File: src/rtl/vga_rect_fill.sv
// Rectangle fill engine: clips a command rectangle to the visible area and
// streams one frame-buffer write per pixel in raster order under src_rdy backpressure.
module vga_rect_fill #(
    parameter int unsigned H_SIZE    = 10,
    parameter int unsigned V_SIZE    = 9,
    parameter int unsigned H_DISPLAY = 640,
    parameter int unsigned V_DISPLAY = 480,
    parameter int unsigned RGB_SIZE  = 12,
    parameter int unsigned AVS_DW    = 16
) (
    input  logic                sys_clk,
    input  logic                sys_rst_n,
    input  logic                cmd_valid,
    output logic                cmd_ready,
    input  logic [H_SIZE-1:0]   cmd_x0,
    input  logic [H_SIZE-1:0]   cmd_x1,
    input  logic [V_SIZE-1:0]   cmd_y0,
    input  logic [V_SIZE-1:0]   cmd_y1,
    input  logic [RGB_SIZE-1:0] cmd_color,
    output logic                busy,
    output logic                done,
    output logic                err,
    output logic                src_write,
    output logic [H_SIZE-1:0]   src_x,
    output logic [V_SIZE-1:0]   src_y,
    output logic [AVS_DW-1:0]   src_writedata,
    input  logic                src_rdy
);

    localparam logic [H_SIZE-1:0] X_MAX = H_SIZE'(H_DISPLAY - 1);
    localparam logic [V_SIZE-1:0] Y_MAX = V_SIZE'(V_DISPLAY - 1);

    typedef enum logic [1:0] {IDLE, LOAD, FILL, DONE} state_t;

    state_t              state_q, state_d;
    logic                err_q, err_d;
    logic [H_SIZE-1:0]   x0_q, x1_q, x_q;
    logic [V_SIZE-1:0]   y0_q, y1_q, y_q;
    logic [RGB_SIZE-1:0] color_q;
    logic [H_SIZE-1:0]   x1_clip_c;
    logic [V_SIZE-1:0]   y1_clip_c;
    logic                accept_c;
    logic                row_end_c;
    logic                last_c;

    // Clipping is idempotent, so it is safe to re-apply after x1_q/y1_q hold clipped values.
    always_comb begin
        x1_clip_c = (x1_q > X_MAX) ? X_MAX : x1_q;
        y1_clip_c = (y1_q > Y_MAX) ? Y_MAX : y1_q;
        accept_c  = (state_q == FILL) && src_rdy;
        row_end_c = (x_q == x1_q);
        last_c    = accept_c && row_end_c && (y_q == y1_q);
    end

    always_comb begin
        state_d = state_q;
        err_d   = err_q;
        case (state_q)
            IDLE: begin
                err_d = 1'b0;
                if (cmd_valid) state_d = LOAD;
            end
            LOAD: begin
                if ((x0_q > x1_clip_c) || (y0_q > y1_clip_c)) begin
                    state_d = DONE;
                    err_d   = 1'b1;
                end else begin
                    state_d = FILL;
                end
            end
            FILL: begin
                if (last_c) state_d = DONE;
            end
            DONE: begin
                state_d = IDLE;
            end
            default: state_d = IDLE;
        endcase
    end

    // State and status outputs, registered from the next-state decode.
    always_ff @(posedge sys_clk) begin
        if (!sys_rst_n) begin
            state_q   <= IDLE;
            err_q     <= 1'b0;
            cmd_ready <= 1'b1;
            busy      <= 1'b0;
            done      <= 1'b0;
            err       <= 1'b0;
            src_write <= 1'b0;
        end else begin
            state_q   <= state_d;
            err_q     <= err_d;
            cmd_ready <= (state_d == IDLE);
            busy      <= (state_d == LOAD) || (state_d == FILL);
            done      <= (state_d == DONE);
            err       <= (state_d == DONE) && err_d;
            src_write <= (state_d == FILL);
        end
    end

    // Command capture, clip latch and raster counters.
    always_ff @(posedge sys_clk) begin
        if (!sys_rst_n) begin
            x0_q    <= '0;
            x1_q    <= '0;
            x_q     <= '0;
            y0_q    <= '0;
            y1_q    <= '0;
            y_q     <= '0;
            color_q <= '0;
        end else begin
            case (state_q)
                IDLE: begin
                    if (cmd_valid) begin
                        x0_q    <= cmd_x0;
                        x1_q    <= cmd_x1;
                        y0_q    <= cmd_y0;
                        y1_q    <= cmd_y1;
                        color_q <= cmd_color;
                    end
                end
                LOAD: begin
                    x1_q <= x1_clip_c;
                    y1_q <= y1_clip_c;
                    x_q  <= x0_q;
                    y_q  <= y0_q;
                end
                FILL: begin
                    if (accept_c && !last_c) begin
                        if (row_end_c) begin
                            x_q <= x0_q;
                            y_q <= y_q + V_SIZE'(1);
                        end else begin
                            x_q <= x_q + H_SIZE'(1);
                        end
                    end
                end
                default: ;
            endcase
        end
    end

    assign src_x         = x_q;
    assign src_y         = y_q;
    assign src_writedata = AVS_DW'(color_q);

endmodule
File: config.mk
export PLATFORM = sky130hd
export DESIGN_NAME = vga_rect_fill
export DESIGN_NICKNAME = d
export VERILOG_FILES = /design/src/rtl/vga_rect_fill.sv
export SDC_FILE = /design/constraint.sdc
export NUM_CORES = 1
export LEC_CHECK = 0
export BUFFER_PORTS_ARGS = -buffer_cell sky130_fd_sc_hd__buf_2
export CELL_PAD_IN_SITES_DETAIL_PLACEMENT = 2
export CELL_PAD_IN_SITES_GLOBAL_PLACEMENT = 2
export CORE_ASPECT_RATIO = 1.1
export CORE_MARGIN = 1
export CORE_UTILIZATION = 29
export CTS_CLUSTER_DIAMETER = 150
export DETAILED_ROUTE_END_ITERATION = 6
export HOLD_SLACK_MARGIN = 0.02
export PLACE_DENSITY_LB_ADDON = 0.1
export SLEW_MARGIN = 20
export SYNTH_ARGS = -nofsm -noshare
export SYNTH_HDL_FRONTEND = slang
export SYNTH_SLANG_ARGS = --single-unit
File: constraint.sdc
create_clock -name sys_clk -period 2.75 [get_ports sys_clk]
set_input_delay 0.55 -clock sys_clk [delete_from_list [all_inputs] [get_ports sys_clk]]
set_output_delay 0.55 -clock sys_clk [all_outputs]
set_load 0.02 [all_outputs]
==> results of run 1 <==
==> synthesized netlist by cell type (2+ instances only) <==
master | n | area share
nor4_1 | 3 | 0.0044
o22ai_2 | 2 | 0.0059
nand4_1 | 6 | 0.0089
o21ai_0 | 8 | 0.0095
o22ai_1 | 15 | 0.022
xnor2_1 | 11 | 0.023
o221a_2 | 12 | 0.032
nor3_1 | 8 | 0.0095
or2_2 | 4 | 0.0059
inv_1 | 12 | 0.011
clkbuf_1 | 18 | 0.016
a21o_1 | 4 | 0.0071
o211ai_1 | 2 | 0.0035
nand2_1 | 111 | 0.098
buf_6 | 3 | 0.0080
a21oi_1 | 31 | 0.037
a21boi_0 | 38 | 0.067
buf_4 | 5 | 0.0089
nand3_1 | 5 | 0.0059
ha_1 | 27 | 0.080
mux2_2 | 6 | 0.016
o211a_1 | 2 | 0.0047
or3_1 | 2 | 0.0030
nor2b_1 | 9 | 0.013
xor2_1 | 8 | 0.017
buf_2 | 2 | 0.0024
o31ai_1 | 2 | 0.0035
a2111oi_0 | 2 | 0.0041
and2_1 | 8 | 0.012
nor2_1 | 20 | 0.018
nor3b_1 | 3 | 0.0053
nand2b_1 | 8 | 0.012
and4_1 | 2 | 0.0041
dfxtp_1 | 77 | 0.36
==> kinds of logic (layout without fill, tap and decap cells) <==
group / Yosys count / in the layout / share of synthesized area
AND/OR/NAND/NOR: 196 / 196 / 0.218
flip-flops: 77 / 77 / 0.364
buffers and inverters: 43 / 155 / 0.0580
multiplexers: 7 / 7 / 0.0183
other: 1 / 4 / 0.000886
AO/OA/AOI/OAI: 127 / 127 / 0.222
XOR/XNOR: 19 / 19 / 0.0393
adder cells (fa/ha/maj): 27 / 27 / 0.0798
==> flip-flops by register name, indices dropped and copies added, names as in the netlist <==
signal,count
state_q,2
err_q,1
y1_q,9
x1_q,10
busy,1
src_y,9
src_write,1
done,1
color_q,12
cmd_ready,1
y0_q,9
err,1
src_x,10
x0_q,10
==> routing by layer <==
| layer | part of all wire | global-route usage | wire length, µm | up-vias |
|---|---|---|---|---|
| li1 | - | - | - | 1950 |
| met1 | 0.48 | 0.266 | 6800 | 1954 |
| met2 | 0.47 | 0.323 | 6630 | 74 |
| met3 | 0.039 | 0.0363 | 549 | 12 |
| met4 | 0.016 | 0.0782 | 232 | 0 |
| met5 | 0 | 0 | 0 | - |
==> worst paths after layout <==
kind                endpoint  cells past startpoint       start
hold reg to reg   color_q[7]                      2  color_q[7]
hold / removal       x0_q[9]                      3   cmd_x0[9]
setup / recovery         err                     13     x1_q[7]
setup reg to reg         err                     13     x1_q[7]
==> where the power goes <==
group	total [W]	switching, W	internal, W
Combinational	0.00311	0.00176	0.00135
Clock	0.00123	0.000482	0.000744
Sequential	0.00168	0.000274	0.00141
==> worst max-delay path, cell delays in order (launching register included) <==
cell and delay, ps:
dfxtp_2 340, nor2_2 40, nor2_2 100, buf_6 170, nor2_4 50, ha_4 230
and4_1 210, o211a_1 160, a2111oi_4 340, o22ai_2 160, o31a_1 280, ha_2 170
and2_4 130, nor2b_4 110
==> layout make-up <==
| cell class | instances | share of cell area |
|---|---|---|
| multi-input cells | 380 | 0.478 |
| flip-flops and latches | 77 | 0.280 |
| repair buffers | 128 | 0.137 |
| clock buffers | 11 | 0.0458 |
| well taps | 188 | 0.0426 |
| clock inverters | 4 | 0.00861 |
| inverters | 12 | 0.00816 |
==> timing repair <==
action                     4_1_cts  5_1_grt
pin swaps                        1       12
resized for setup                7       29
setup buffers                    0        2
setup endpoints to repair        5        5
==> through the flow <==
stage,worst slack (ps),cells,power (W),hold slack [ps]
global route,6.43,800,0.00647,455
floorplan,34.2,500,0.00358,443
CTS,24.4,798,0.00584,437
detailed placement,-234,784,0.00451,459
global placement,-117,784,0.00435,447
finish,143,800,0.00602,451
==> results.tsv, run 1 <==
stage	metric	value	unit
finish	# fillers	1602	
placed_design	Port Buffers	89	
global_route	GRT overflow	0	
finish	final net count	689	
pwr	Max VDD drop	0.377	mV
clocking	H-tree depth	3	
logic_synthesis	Synth warnings	0	
sta	max-slew violations	0	
clocking	TritonCTS Buffers	9	
finish	FF+latch area	1550	µm²
sta	Setup Skew	8.96	ps
worst_setup_path	CP arrival	2840	ps
drt	Routed Wire Length	14200	µm
global_route	antenna violations before repair	0	
sta	Slew HR	0.445	
sta	RSZ-0062 raised after global routing	false	
drt	drc violations	0	
drt	initial DRC count	146	
sta	minimum clock period	2610	ps
clocking	clock sink total	77	
worst_setup_path	Worst setup SP type	flip-flop	
logic_synthesis	Synth Area per Inst	8.51	µm²
logic_synthesis	Post-synth EDFFs	0	
clocking	Root Driver	clkbuf_16	
finish	Area growth syn-to-layout	30.5	%
logic_synthesis	FF+latch count, synth	77	
finish	commonest cells after routing, fill and taps aside	nand2_1 (111), buf_2 (89), dfxtp_1 (74)	
clocking	Clock Tree Buf Depth	2	
sta	post-route setup TNS	0	ps
outcome	status	finished, final reports clean	
logic_synthesis	commonest register cell after synthesis	dfxtp_1	
worst_setup_path	CP max FO	6	
die	Core ar.	14000	µm²
die	# rows	45	
placed_design	routability congestion estimate	0.811	
placed_design	dpl cell area	5020	µm²
logic_synthesis	Post-Synthesis Cells	497	
sta	measured slew at the worst slew-check pin	833	ps
drt	Via Count	3990	
sta	Fmax	384	MHz
sta	# setup viols final	0	
sta	fin crit share	0.948	
finish	Finished Cell Area	5520	µm²
die	die extent in x	117	µm
flow_run	Max Cap Viol	0	
clocking	clock-pin slew of the registers on the worst-case setup and hold paths	60	ps
worst_setup_path	CP Class	flip-flop to flip-flop	
clocking	later-pin clock latency in the skew report	350	ps
pwr	pwr dens	1090	nW/µm²
die	Initial Util	0.302	
drt	WL/cell	17.8	µm
finish	commonest non-fill, non-tap cell in the layout	nand2_1	
worst_setup_path	flop2flop setup slack	140	ps
hold_path	Hold Crit Class	input pin to flip-flop	
logic_synthesis	FFs w/ async S/R, synth	0	
logic_synthesis	Cell variety after synth	55	
sta	final-report hold violation count	0	
finish	ant diodes	0	
worst_setup_path	CP Capture Type	flip-flop	
drt	vias per inst	4.99	
drt	DR pass1 iterations	4	
global_route	vias in the first global route	4295	
worst_setup_path	critical path data required time	2990	ps
clocking	TritonCTS clock tree	yes	
logic_synthesis	Mapped Area	4230	µm²
logic_synthesis	sequential fraction of the synthesis area	0.364	
die	die height	129	µm
die	Die ar.	15100	µm²
global_route	first-pass GRT wire length	22700	µm
global_route	largest net degree at the start of global routing	85	
pwr	leakage	2.35	nW
finish	area taken by multi-input logic gates	2640	µm²
finish	post-layout util	0.394	
drt	DRT antenna net count	0	
die	# IOs	94	
placed_design	HPWL after DPL	10600	µm
global_route	GRT Total Usage	0.201	
finish	layout cells sized above 1	0.324	
clocking	hold buffer count at CTS	0	
Power figures use the tool's default switching activity.
==> run 2, diff against run 1 <==
--- a/config.mk
+++ b/config.mk
@@ -10,7 +10,7 @@
 export CELL_PAD_IN_SITES_GLOBAL_PLACEMENT = 2
 export CORE_ASPECT_RATIO = 1.1
 export CORE_MARGIN = 1
-export CORE_UTILIZATION = 29
+export CORE_UTILIZATION = 32
 export CTS_CLUSTER_DIAMETER = 150
 export DETAILED_ROUTE_END_ITERATION = 6
 export HOLD_SLACK_MARGIN = 0.02
==> constraint.sdc (replaced) <==
create_clock -name sys_clk -period 2.4 [get_ports sys_clk]
set_input_delay 0.48 -clock sys_clk [delete_from_list [all_inputs] [get_ports sys_clk]]
set_output_delay 0.48 -clock sys_clk [all_outputs]
set_load 0.02 [all_outputs]
==> run 2 against run 1 <==
  * The flow now finishes with violations (design-rule violations, negative setup slack)
  * Final area is 5.4% higher
  * Core utilization is 6.2 points higher
  * Sequential share of layout area is 1.3 points lower
  * Via count is 5.2% higher
  * Sequential power is 11% higher
  * Clock power is 12% higher
  * Fmax is 0.80% lower
  * Count of clock-buffer cells in the layout is 3 higher
  * Die area is 9.2% lower
  * Routed wire length is 8.5% higher
  * Critical path type unchanged
==> results.tsv, run 2 (synthesized netlist as in run 1, its figures left out) <==
stage	metric	value	unit
drt	DR pass1 iterations	6	
worst_setup_path	CP arrival	2870	ps
worst_setup_path	Worst setup SP type	flip-flop	
worst_setup_path	critical path data required time	2640	ps
clocking	TritonCTS Buffers	9	
clocking	Root Driver	clkbuf_16	
outcome	status	finished with violations	
pwr	Max VDD drop	0.385	mV
worst_setup_path	reg-to-reg startpoint	y1_q[7]	
sta	Slew HR	0.506	
worst_setup_path	R2R Path End	err	
clocking	TritonCTS clock tree	yes	
finish	max reg flops	12	
worst_setup_path	CP Class	flip-flop to flip-flop	
finish	area taken by multi-input logic gates	2630	µm²
pwr	clock power share	0.183	
pwr	Comb pwr share	0.569	
sta	final-report hold violation count	0	
finish	Area growth syn-to-layout	37.5	%
clocking	later-pin clock latency in the skew report	350	ps
die	# IOs	94	
finish	commonest cells after routing, fill and taps aside	nand2_1 (110), buf_2 (89), buf_4 (76)	
sta	fin crit share	1.09	
sta	# setup viols final	7	
global_route	vias in the first global route	4592	
finish	# fillers	1441	
finish	commonest non-fill, non-tap cell in the layout	nand2_1	
global_route	largest net degree at the start of global routing	52	
global_route	GRT overflow	0	
finish	ant diodes	0	
placed_design	HPWL after DPL	11100	µm
global_route	GRT Total Usage	0.234	
sta	Fmax	381	MHz
global_route	first-pass GRT wire length	24500	µm
placed_design	routability congestion estimate	0.801	
drt	WL/cell	19.0	µm
pwr	Seq pwr share	0.248	
die	# rows	43	
finish	FF+latch area	1560	µm²
sta	Setup Skew	7.33	ps
clocking	clock-pin slew of the registers on the worst-case setup and hold paths	60	ps
sta	RSZ-0062 raised after global routing	true	
drt	DRT antenna net count	0	
worst_setup_path	Reg2Reg Depth	13	
worst_setup_path	CP max FO	4	
clocking	clock sink total	77	
drt	Via Count	4197	
drt	Routed Wire Length	15400	µm
placed_design	Port Buffers	89	
finish	final net count	732	
sta	post-route setup TNS	-1110	ps
worst_setup_path	flop2flop setup slack	-230	ps
placed_design	pre-CTS setup slack	-417	ps
drt	initial DRC count	156	
flow_run	Max Cap Viol	0	
hold_path	Hold Crit Class	input pin to flip-flop	
die	Core ar.	12800	µm²
finish	Most flops, register	color_q	
die	die extent in x	112	µm
die	die height	123	µm
global_route	antenna violations before repair	0	
worst_setup_path	Worst Setup SP	y1_q[7]	
outcome	violated checks	design-rule violations, negative setup slack	
clocking	H-tree depth	3	
die	Initial Util	0.332	
finish	layout cells sized above 1	0.378	
drt	vias per inst	5.16	
sta	minimum clock period	2630	ps
pwr	Sw Pwr	0.00315	W
clocking	Clock Tree Buf Depth	2	
sta	setup slack after layout	-228	ps
sta	max-slew violations	0	
sta	measured slew at the worst slew-check pin	741	ps
finish	post-layout util	0.456	
worst_setup_path	CP Capture Type	flip-flop	
die	Die ar.	13700	µm²
worst_setup_path	CP endpoint	err	
pwr	pwr dens	1300	nW/µm²
pwr	Net Sw Frac	0.417	
drt	drc violations	18	
pwr	P_int	0.00439	W
pwr	leakage	2.59	nW
[run 2: final cells by class]
cell class,count,area share
Clock inverter,2,0.00237
Tap cell,157,0.0338
Clock buffer,14,0.0490
Sequential cell,77,0.267
Multi-Input combinational cell,380,0.452
Inverter,12,0.00774
Timing Repair Buffer,171,0.188
[run 2: worst max-delay path, cell delays in order, from the launching register on]
cell and delay, ps:
dfxtp_2 340, inv_2 50, nor3_4 260, nor2_1 80
ha_1 310, buf_4 150, nand2_2 90, a211oi_2 60
a2111oi_4 330, o22ai_4 160, o31a_1 270, ha_2 180
and2_4 140, nor2b_4 110
[run 2: worst min-delay path by stage]
stage                     start          end  slack [ps]  depth (start not counted)
floorplan               y0_q[0]      y0_q[0]         440                          2
global placement     color_q[8]   color_q[8]         450                          2
detailed placement  color_q[11]  color_q[11]         460                          2
CTS                   cmd_y1[8]      y1_q[8]         370                          3
global route          cmd_y0[6]      y0_q[6]         390                          3
finish                cmd_y0[7]      y0_q[7]         380                          3
[run 2: power by group through the flow]
stage / registers [W] / clock network, W / logic (W)
detailed placement: 0.00189 / 0 / 0.00374
finish: 0.00187 / 0.00138 / 0.00429
floorplan: 0.00203 / 0 / 0.00212
CTS: 0.00187 / 0.00142 / 0.00405
global route: 0.00191 / 0.00146 / 0.00464
global placement: 0.00187 / 0 / 0.00357
[run 2: repair_timing]
action,4_1_cts,5_1_grt
buffers inserted,6,2
resized for setup,17,21
gates cloned,0,0
setup endpoints to repair,7,14
pin swaps,8,19
hold buffers,0,0
[run 2: routing by layer]
layer,global-route usage,share of wire,vias up
met5,0,0,-
met4,0.0929,0.020,0
met3,0.0405,0.033,21
met2,0.417,0.51,83
met1,0.281,0.44,2061
li1,-,-,2032
[run 2: through the flow]
| stage | hold WS (ps) | cells | total power [W] | area [µm²] |
|---|---|---|---|---|
| 2_1_floorplan | 443 | 500 | 0.00415 | 4280 |
| 3_3_place_gp | 447 | 790 | 0.00544 | 5300 |
| 3_5_place_dp | 462 | 790 | 0.00563 | 5300 |
| 4_1_cts | 370 | 812 | 0.00733 | 5710 |
| 5_1_grt | 391 | 813 | 0.00801 | 5820 |
| 6_report | 378 | 813 | 0.00754 | 5820 |
==> run 3, diff against run 2 <==
--- a/config.mk
+++ b/config.mk
@@ -13,6 +13,7 @@
 export CORE_UTILIZATION = 32
 export CTS_CLUSTER_DIAMETER = 150
 export DETAILED_ROUTE_END_ITERATION = 6
+export GPL_TIMING_DRIVEN = 0
 export HOLD_SLACK_MARGIN = 0.02
 export PLACE_DENSITY_LB_ADDON = 0.1
 export SLEW_MARGIN = 20
==> run 3 against run 2 <==
  * The run still ends with design-rule violations, negative setup slack left
  * Combinational power down 13%
  * Routed wire length up 8.1%
  * Fmax down 3.4%
==> results.tsv, run 3 (synthesized netlist as in run 1, its figures left out) <==
stage	metric	value	unit
outcome	status	finished with violations	
outcome	violated checks	design-rule violations, negative setup slack	
pwr	leakage	2.40	nW
drt	Routed Wire Length	16700	µm
pwr	pwr dens	1300	nW/µm²
finish	Most flops, register	color_q	
sta	Setup Skew	9.56	ps
clocking	TritonCTS Buffers	9	
global_route	vias in the first global route	4585	
drt	DRT antenna net count	0	
die	Initial Util	0.332	
worst_setup_path	Max stage delay cell, worst path	dfxtp_4	
clocking	clock sink total	77	
clocking	TritonCTS clock tree	yes	
worst_setup_path	CP arrival	2970	ps
finish	final net count	698	
finish	ant diodes	0	
drt	initial DRC count	206	
clocking	clock-pin slew of the registers on the worst-case setup and hold paths	60	ps
sta	Slew HR	0.479	
global_route	GRT Total Usage	0.244	
finish	Area growth syn-to-layout	32.5	%
clocking	H-tree depth	3	
sta	max-slew violations	0	
sta	# setup viols final	7	
drt	DR pass1 iterations	7	
worst_setup_path	delay-heaviest family, CP	compound AO/OA/AOI/OAI gates	
worst_setup_path	CP Capture Type	flip-flop	
finish	layout cells sized above 1	0.333	
clocking	hold buffer count at CTS	0	
finish	max reg flops	12	
drt	Via Count	4151	
finish	area taken by multi-input logic gates	2690	µm²
worst_setup_path	critical path data required time	2650	ps
die	# IOs	94	
clocking	Clock Tree Buf Depth	2	
clocking	Root Driver	clkbuf_16	
die	die height	123	µm
global_route	antenna violations before repair	1	
sta	setup slack after layout	-320	ps
global_route	GRT overflow	0	
clocking	later-pin clock latency in the skew report	360	ps
sta	fin crit share	1.13	
worst_setup_path	CP Class	flip-flop to flip-flop	
finish	commonest non-fill, non-tap cell in the layout	nand2_1	
finish	post-layout util	0.440	
placed_design	Port Buffers	89	
placed_design	HPWL after DPL	11500	µm
worst_setup_path	Critical path buffers and inverters	1	
hold_path	Hold Crit Class	input pin to flip-flop	
die	Die ar.	13700	µm²
global_route	first-pass GRT wire length	25000	µm
drt	WL/cell	21.4	µm
finish	commonest cells after routing, fill and taps aside	nand2_1 (110), buf_2 (92), dfxtp_1 (70)	
placed_design	pre-CTS setup slack	-737	ps
worst_setup_path	CP cell instances	nand2_4 > nor3_4 > buf_6 > nor2_4 > ha_4 > a21oi_4 > nor2_2 > a2111oi_4 > o22ai_2 > o31a_1 > ha_2 > and2_4 > nor2b_4	
sta	measured slew at the worst slew-check pin	782	ps
sta	minimum clock period	2720	ps
sta	final-report hold violation count	0	
flow_run	Max Cap Viol	0	
die	Core ar.	12800	µm²
drt	drc violations	11	
die	die extent in x	112	µm
pwr	Max VDD drop	0.487	mV
worst_setup_path	Worst setup SP type	flip-flop	
sta	RSZ-0062 raised after global routing	true	
placed_design	routability congestion estimate	0.771	
global_route	largest net degree at the start of global routing	14	
drt	vias per inst	5.33	
finish	# fillers	1428	
worst_setup_path	CP max FO	4	
sta	Fmax	368	MHz
finish	FF+latch area	1570	µm²
die	# rows	43	
worst_setup_path	CP max stage delay	390	ps
run 3: changes by cell type in the layout (fill, tap and decap cells not counted), sizes merged:
cell / change
clkinv: -1
bufbuf: +1
bufinv: +2
buf: -54
inv: +1
clkbuf: +17
run 3: where the power goes:
part | internal, W | switching [W] | total, W
clock | 0.000940 | 0.000592 | 0.00153
sequential | 0.00162 | 0.000391 | 0.00201
combinational | 0.00159 | 0.00216 | 0.00375
run 3: layer usage:
layer  track usage  share of wire  vias up
met1         0.290           0.44     2037
li1              -              -     1980
met3        0.0440          0.033       29
met2         0.432           0.50      103
met4         0.102          0.023        2
met5             0        0.00060        -
run 3: area by class of cell:
cell class              instances  share of cell area
clock inverters                 4              0.0127
inverters                      12             0.00892
repair buffers                106               0.105
flip-flops and latches         77               0.280
well taps                     157              0.0350
plain buffers                  31              0.0359
clock buffers                  12              0.0440
multi-input cells             380               0.479
run 3: worst reg2reg max path, stage by stage (launching register included):
cell and delay, ps:
dfxtp_4 390, nand2_4 60, nor3_4 270, buf_6 160, nor2_4 40, ha_4 260
a21oi_4 170, nor2_2 80, a2111oi_4 340, o22ai_2 160, o31a_1 280, ha_2 170
and2_4 130, nor2b_4 110
run 3: what timing repair did:
action,in CTS,in global routing
setup buffers,12,5
gates resized for setup,25,32
pin swaps,9,20
setup endpoints to repair,18,9
run 3: final timing paths:
| check | start | end | slack [ps] | cells after the start |
|---|---|---|---|---|
| max reg2reg | y1_q[8] | err | -320 | 13 |
| max | y1_q[8] | err | -320 | 13 |
| min reg2reg | color_q[1] | color_q[1] | 470 | 2 |
| min | cmd_y1[6] | y1_q[6] | 360 | 3 |
run 3: metrics by stage:
stage	cell area, µm²	total power [W]	hold slack [ps]	setup TNS (ps)	std cells
floorplan	4280	0.00415	443	-96.8	500
global placement	4920	0.00496	447	-3690	746
detailed placement	4920	0.00514	464	-4280	746
CTS	5430	0.00699	364	-1450	774
global route	5610	0.00773	382	-1970	779
finish	5610	0.00730	362	-1540	779
